### config.mk
export PLATFORM = sky130hd
export DESIGN_NAME = axi_lite_master
export DESIGN_NICKNAME = d
export VERILOG_FILES = /design/src/rtl/axi_lite_master.sv
export SDC_FILE = /design/constraint.sdc
export NUM_CORES = 1
export LEC_CHECK = 0
export ABC_AREA = 1
export CORE_ASPECT_RATIO = 1.2
export CORE_MARGIN = 4
export CORE_UTILIZATION = 38
export DETAILED_ROUTE_END_ITERATION = 12
export GPL_TIMING_DRIVEN = 0
export PLACE_DENSITY = 0.75
export SYNTH_ARGS = -nofsm -noshare
export SYNTH_HDL_FRONTEND = slang
export SYNTH_SLANG_ARGS = --single-unit
export TNS_END_PERCENT = 100
### constraint.sdc
create_clock -name clk -period 5.16 [get_ports clk]
set_input_delay 1.032 -clock clk [delete_from_list [all_inputs] [get_ports clk]]
set_output_delay 1.032 -clock clk [all_outputs]
set_load 0.01 [all_outputs]
### src/rtl/axi_lite_master.sv
// -----------------------------------------------------------------------------
// axi_lite_master
//
// Turns a one-at-a-time register command (read or write) into a single
// AXI4-Lite transaction and hands the slave's answer back on a buffered
// response port. Only one transaction is ever in flight; o_cmd_ready stays low
// from the cycle after acceptance until the response has been consumed.
//
// Optional feature (compile-time macro AXI_LITE_MASTER_TIMEOUT_EN):
//   when defined, a watchdog counts cycles spent waiting for B/R. After
//   TIMEOUT_CYCLES cycles without a response the block answers by itself with
//   resp 2'b11, data 0 and o_rsp_timeout=1. A B/R that arrives later is not
//   tracked. When the macro is undefined the block waits indefinitely and
//   o_rsp_timeout is constant 0.
//
// Ports:
//   clk, rst                   clock (rising edge), asynchronous active-high reset
//   i_cmd_valid / o_cmd_ready  command handshake
//   i_cmd_write                1 = write, 0 = read
//   i_cmd_addr/data/strb       command byte address, write data, write strobes
//   o_rsp_valid / i_rsp_ready  response handshake (fields held until accepted)
//   o_rsp_data                 read data (0 for writes and timeouts)
//   o_rsp_resp                 BRESP/RRESP pass-through, 2'b11 on timeout
//   o_rsp_timeout              response produced by the watchdog
//   AW/W/B/AR/R channels       AXI4-Lite master side
//
// All outputs come straight from flops.
// -----------------------------------------------------------------------------
module axi_lite_master #(
   parameter int ADDR_WIDTH     = 32,
   parameter int DATA_WIDTH     = 32,
   parameter int STROBE_WIDTH   = DATA_WIDTH / 8,
   parameter int TIMEOUT_CYCLES = 256
) (
   input  logic                    clk,
   input  logic                    rst,
   // command port
   input  logic                    i_cmd_valid,
   output logic                    o_cmd_ready,
   input  logic                    i_cmd_write,
   input  logic [ADDR_WIDTH-1:0]   i_cmd_addr,
   input  logic [DATA_WIDTH-1:0]   i_cmd_data,
   input  logic [STROBE_WIDTH-1:0] i_cmd_strb,
   // response port
   output logic                    o_rsp_valid,
   input  logic                    i_rsp_ready,
   output logic [DATA_WIDTH-1:0]   o_rsp_data,
   output logic [1:0]              o_rsp_resp,
   output logic                    o_rsp_timeout,
   // AXI write address
   output logic                    o_awvalid,
   input  logic                    i_awready,
   output logic [ADDR_WIDTH-1:0]   o_awaddr,
   // AXI write data
   output logic                    o_wvalid,
   input  logic                    i_wready,
   output logic [DATA_WIDTH-1:0]   o_wdata,
   output logic [STROBE_WIDTH-1:0] o_wstrb,
   // AXI write response
   input  logic                    i_bvalid,
   output logic                    o_bready,
   input  logic [1:0]              i_bresp,
   // AXI read address
   output logic                    o_arvalid,
   input  logic                    i_arready,
   output logic [ADDR_WIDTH-1:0]   o_araddr,
   // AXI read data
   input  logic                    i_rvalid,
   output logic                    o_rready,
   input  logic [1:0]              i_rresp,
   input  logic [DATA_WIDTH-1:0]   i_rdata
);

   typedef enum logic [2:0] {
      S_IDLE,
      S_WR,
      S_WAIT_B,
      S_RD,
      S_WAIT_R,
      S_RSP
   } state_t;

   state_t                  state_q, state_d;
   logic                    cmd_ready_q, cmd_ready_d;
   logic                    awvalid_q, awvalid_d;
   logic                    wvalid_q, wvalid_d;
   logic                    bready_q, bready_d;
   logic                    arvalid_q, arvalid_d;
   logic                    rready_q, rready_d;
   logic                    rsp_valid_q, rsp_valid_d;
   logic [ADDR_WIDTH-1:0]   awaddr_q, awaddr_d;
   logic [DATA_WIDTH-1:0]   wdata_q, wdata_d;
   logic [STROBE_WIDTH-1:0] wstrb_q, wstrb_d;
   logic [ADDR_WIDTH-1:0]   araddr_q, araddr_d;
   logic [DATA_WIDTH-1:0]   rsp_data_q, rsp_data_d;
   logic [1:0]              rsp_resp_q, rsp_resp_d;
   logic                    rsp_timeout_q, rsp_timeout_d;

   // High when the watchdog expires on this edge (only meaningful in WAIT_B/WAIT_R).
   logic                    to_hit;

`ifdef AXI_LITE_MASTER_TIMEOUT_EN
   localparam int CNT_W = $clog2(TIMEOUT_CYCLES + 1);

   logic [CNT_W-1:0] to_cnt_q, to_cnt_d;

   // Counter is zero on entry to a wait state and counts every cycle spent
   // there; hitting TIMEOUT_CYCLES-1 on an edge means that edge is the
   // TIMEOUT_CYCLES-th one since entry.
   always_comb begin
      to_cnt_d = '0;
      if ((state_q == S_WAIT_B) || (state_q == S_WAIT_R)) begin
         to_cnt_d = to_cnt_q + CNT_W'(1);
      end
   end

   assign to_hit = (to_cnt_q == CNT_W'(TIMEOUT_CYCLES - 1));

   always_ff @(posedge clk or posedge rst) begin
      if (rst) begin
         to_cnt_q <= '0;
      end else begin
         to_cnt_q <= to_cnt_d;
      end
   end
`else
   logic unused_timeout_cfg;

   assign to_hit             = 1'b0;
   assign unused_timeout_cfg = (TIMEOUT_CYCLES == 0);
`endif

   // Next-state and next-output logic. Every output register has its own
   // next value here so that the ports remain plain flop outputs.
   always_comb begin
      state_d       = state_q;
      cmd_ready_d   = cmd_ready_q;
      awvalid_d     = awvalid_q;
      wvalid_d      = wvalid_q;
      bready_d      = bready_q;
      arvalid_d     = arvalid_q;
      rready_d      = rready_q;
      rsp_valid_d   = rsp_valid_q;
      awaddr_d      = awaddr_q;
      wdata_d       = wdata_q;
      wstrb_d       = wstrb_q;
      araddr_d      = araddr_q;
      rsp_data_d    = rsp_data_q;
      rsp_resp_d    = rsp_resp_q;
      rsp_timeout_d = rsp_timeout_q;

      case (state_q)
         S_IDLE: begin
            // Ready is raised one cycle into IDLE, both after reset and after
            // a completed response; this gives the 5-cycle command spacing.
            cmd_ready_d = 1'b1;
            if (i_cmd_valid && cmd_ready_q) begin
               cmd_ready_d = 1'b0;
               if (i_cmd_write) begin
                  awaddr_d  = i_cmd_addr;
                  wdata_d   = i_cmd_data;
                  wstrb_d   = i_cmd_strb;
                  awvalid_d = 1'b1;
                  wvalid_d  = 1'b1;
                  state_d   = S_WR;
               end else begin
                  araddr_d  = i_cmd_addr;
                  arvalid_d = 1'b1;
                  state_d   = S_RD;
               end
            end
         end

         S_WR: begin
            // AW and W complete independently; a channel already handshaken
            // has its valid low and counts as done.
            if (awvalid_q && i_awready) begin
               awvalid_d = 1'b0;
            end
            if (wvalid_q && i_wready) begin
               wvalid_d = 1'b0;
            end
            if ((!awvalid_q || i_awready) && (!wvalid_q || i_wready)) begin
               bready_d = 1'b1;
               state_d  = S_WAIT_B;
            end
         end

         S_WAIT_B: begin
            if (bready_q && i_bvalid) begin
               bready_d      = 1'b0;
               rsp_data_d    = '0;
               rsp_resp_d    = i_bresp;
               rsp_timeout_d = 1'b0;
               rsp_valid_d   = 1'b1;
               state_d       = S_RSP;
            end else if (to_hit) begin
               bready_d      = 1'b0;
               rsp_data_d    = '0;
               rsp_resp_d    = 2'b11;
               rsp_timeout_d = 1'b1;
               rsp_valid_d   = 1'b1;
               state_d       = S_RSP;
            end
         end

         S_RD: begin
            if (arvalid_q && i_arready) begin
               arvalid_d = 1'b0;
               rready_d  = 1'b1;
               state_d   = S_WAIT_R;
            end
         end

         S_WAIT_R: begin
            if (rready_q && i_rvalid) begin
               rready_d      = 1'b0;
               rsp_data_d    = i_rdata;
               rsp_resp_d    = i_rresp;
               rsp_timeout_d = 1'b0;
               rsp_valid_d   = 1'b1;
               state_d       = S_RSP;
            end else if (to_hit) begin
               rready_d      = 1'b0;
               rsp_data_d    = '0;
               rsp_resp_d    = 2'b11;
               rsp_timeout_d = 1'b1;
               rsp_valid_d   = 1'b1;
               state_d       = S_RSP;
            end
         end

         S_RSP: begin
            if (rsp_valid_q && i_rsp_ready) begin
               rsp_valid_d = 1'b0;
               state_d     = S_IDLE;
            end
         end

         default: begin
            state_d     = S_IDLE;
            cmd_ready_d = 1'b0;
            awvalid_d   = 1'b0;
            wvalid_d    = 1'b0;
            bready_d    = 1'b0;
            arvalid_d   = 1'b0;
            rready_d    = 1'b0;
            rsp_valid_d = 1'b0;
         end
      endcase
   end

   always_ff @(posedge clk or posedge rst) begin
      if (rst) begin
         state_q       <= S_IDLE;
         cmd_ready_q   <= 1'b0;
         awvalid_q     <= 1'b0;
         wvalid_q      <= 1'b0;
         bready_q      <= 1'b0;
         arvalid_q     <= 1'b0;
         rready_q      <= 1'b0;
         rsp_valid_q   <= 1'b0;
         awaddr_q      <= '0;
         wdata_q       <= '0;
         wstrb_q       <= '0;
         araddr_q      <= '0;
         rsp_data_q    <= '0;
         rsp_resp_q    <= 2'b00;
         rsp_timeout_q <= 1'b0;
      end else begin
         state_q       <= state_d;
         cmd_ready_q   <= cmd_ready_d;
         awvalid_q     <= awvalid_d;
         wvalid_q      <= wvalid_d;
         bready_q      <= bready_d;
         arvalid_q     <= arvalid_d;
         rready_q      <= rready_d;
         rsp_valid_q   <= rsp_valid_d;
         awaddr_q      <= awaddr_d;
         wdata_q       <= wdata_d;
         wstrb_q       <= wstrb_d;
         araddr_q      <= araddr_d;
         rsp_data_q    <= rsp_data_d;
         rsp_resp_q    <= rsp_resp_d;
         rsp_timeout_q <= rsp_timeout_d;
      end
   end

   assign o_cmd_ready   = cmd_ready_q;
   assign o_awvalid     = awvalid_q;
   assign o_awaddr      = awaddr_q;
   assign o_wvalid      = wvalid_q;
   assign o_wdata       = wdata_q;
   assign o_wstrb       = wstrb_q;
   assign o_bready      = bready_q;
   assign o_arvalid     = arvalid_q;
   assign o_araddr      = araddr_q;
   assign o_rready      = rready_q;
   assign o_rsp_valid   = rsp_valid_q;
   assign o_rsp_data    = rsp_data_q;
   assign o_rsp_resp    = rsp_resp_q;
   // Never set without the watchdog, so constant 0 in that build.
   assign o_rsp_timeout = rsp_timeout_q;

endmodule
==> metrics.txt <==
cell family with most CP delay buffers and inverters; pwr/cell area 273 mW/mm^2; Buf/Inv on CP 1; GRT overflow 0; most frequent cells in the layout nand2_1, clkdlybuf4s50_1, dfrtp_1; R2R cell count 10; sequential fraction of design power 45.2%; GR Layer Usage met3 10.0%; TritonCTS Sinks 144; Setup crit end kind output port; hold path endpoint o_wstrb[0]; # rows 48; setup fix buffers added after clock tree synthesis 0; Die Ht roughly 140 um; Buffers on Ports 254; run status completed; busiest grt layer met2; Critical-path top delay cell clkdlybuf4s50_1; Final Max Tran Viols 0; Worst EP required 4.13 ns; drt first pass iters 4; r2r setup slk 3.05 ns; Worst Hold Launch o_wstrb[0]; Placer Congestion ~0.85; Synth-to-Final Area Change 59.7%; CP arrival 1.41 ns; WHS Path Cells 2; Starting Density 39.3%; Die W 120 um; H-tree lvl count 4; via count between 5k and 6k; RSZ-0062 raised after global routing no; Core Util, Final about 63%; fin crit share 47.4%; TritonCTS clock tree done; worst clock skew ~0.016 ns; Routed WL 18000 um; internal power 0.00199 W; fin nets 1068; first-pass GRT wire length 28300 um; Post-DP HPWL ~13000 um; met2 usage 36.4%; DRC 0; P_leak 4.71 nW; Seq cells post-synth 144; proportion of power drawn by the clock network 50.0%; met1 Track Usage GR 23.9%; CORE AREA around 0.015 mm^2; Critical Path Source Type flip-flop; most common cell after layout, fill and taps aside nand2_1; WL/cell ~15 um; Synth Cell Area 0.00573 mm^2; Clk Latency, worst-skew pair 0.42 ns; Seq/Total Area, Yosys 62.8%; DR iter-0 viols 286; max_cap viols 0; Psw 0.000511 W; io pins about 260; crit-path cells clkdlybuf4s50_1; final setup violation count 0; Tmin final 2.45 ns; Comb pwr share 4.8%; maximum root-to-sink buffer count 2; FF-to-FF End o_araddr[6]; Sw Share 20.4%; post-synthesis cell type count 18; Hold Fails Final Rpt 0; WS Path Type flip-flop to output port; stages on the worst setup path 1; total track usage 21.3%; Hold WC Path Type flip-flop to flip-flop; n_diodes 0; clock buffer count from CTS 17; die area about 0.017 mm^2; initial antenna violation count 0; FMAX between 0.4 and 0.5 GHz; Syn Area/Cell 8.43 um^2; vias per cell 4.57; syn_nets 794; Routed Antenna Nets 0; worst r2r src state_q[2]; Syn Inst Count 680; Max VDD drop 0.148 mV; cell at the root of the clock tree clkbuf_16; Tot Pwr 0.00250 W; actual slew at the worst max-slew pin 0.599 ns; pin count of the biggest net entering global routing 82; yosys warns 0; crit path max fanout 2; number of global-route vias before repair 5419; Hold Buf Count CTS 0; worst relative slew slack 60.0%; peak per-stage delay on the critical path approximately 0.6 ns; share of layout cells above drive strength 1 6.00%; Reg clk slew, reported paths 0.06 ns; fillers 1286; post-CTS resize count 0
-- area by class of cell --
type / instances / area [um^2] / area share [%]
buffer: 32 / 151 / 1.65
multi-input combinational: 486 / 1910 / 20.9
tap: 200 / 250 / 2.73
timing repair buffer: 255 / 2570 / 28.1
clock inverter: 11 / 139 / 1.52
clock buffer: 20 / 457 / 4.99
inverter: 18 / 72.6 / 0.793
sequential: 144 / 3600 / 39.4
-- state kept, by name (all words and copies together), names as in the netlist, 2 cells and up --
register and cells:
o_araddr 32, o_awaddr 32, o_rsp_data 32, o_rsp_resp 2, o_wdata 32, o_wstrb 4, state_q 3
-- cell families after synthesis --
kind of cell           share of synthesized area (%)
AND/OR/NAND/NOR                                 32.2
flip-flops                                      62.8
buffers and inverters                           3.82
AO/OA/AOI/OAI                                  0.895
XOR/XNOR                                       0.153
other                                         0.0654
-- worst max path at each step --
stage,start,end,slack [ns]
3_3_place_gp,rst,o_wdata[15],-1.88
3_5_place_dp,i_cmd_valid,o_awaddr[31],2.26
5_1_grt,i_cmd_valid,o_wdata[22],2.63
4_1_cts,o_araddr[1],o_araddr[1],2.68
6_report,o_araddr[1],o_araddr[1],2.71
2_1_floorplan,rst,o_araddr[0],0.26
-- routing by layer --
metal | wire [um] | share of wire, % | vias to the layer above
met3 | 2080 | 12 | 21
met1 | 6850 | 38 | 2466
met5 | 0 | 0 | -
met4 | 292 | 1.6 | 0
li1 | - | - | 2619
met2 | 8780 | 49 | 226
-- per-stage QoR --
step	cells	cell area, um^2	worst slack [ns]	TNS, ns	hold slack, ns
after floorplan	680	5730	0.262	0	0.508
after global placement	1134	8530	-1.88	-268.29	0.452
after detailed placement	1135	8560	2.26	0	0.458
after CTS	1166	9160	2.68	0	0.471
after global routing	1166	9160	2.63	0	0.484
final	1166	9160	2.71	0	0.467
-- power groups by stage --
| stage | clock network, W | registers (W) | logic (W) |
|---|---|---|---|
| global placement | 0 | 0.00115 | 0.000118 |
| detailed placement | 0 | 0.00115 | 0.000122 |
| CTS | 0.00127 | 0.00113 | 0.000123 |
| floorplan | 0 | 0.00115 | 0.0000196 |
| finish | 0.00125 | 0.00113 | 0.000120 |
| global route | 0.00132 | 0.00113 | 0.000131 |
-- synth_stat cells, drive strengths merged --
cell type  number  share of area, %
nor3            1              0.28
o21ai           8              0.70
conb            1             0.065
nand4           1              0.11
a31oi           1              0.11
nand2         423                28
a21oi           1             0.087
dfrtp         144                63
clkbuf         15              0.98
nand3          39               3.4
clkinv          1             0.065
nor2           10              0.74
inv            17               1.1
xnor2           1              0.15
buf            17               1.7
Note: power is estimated with default switching activity, not from simulation.
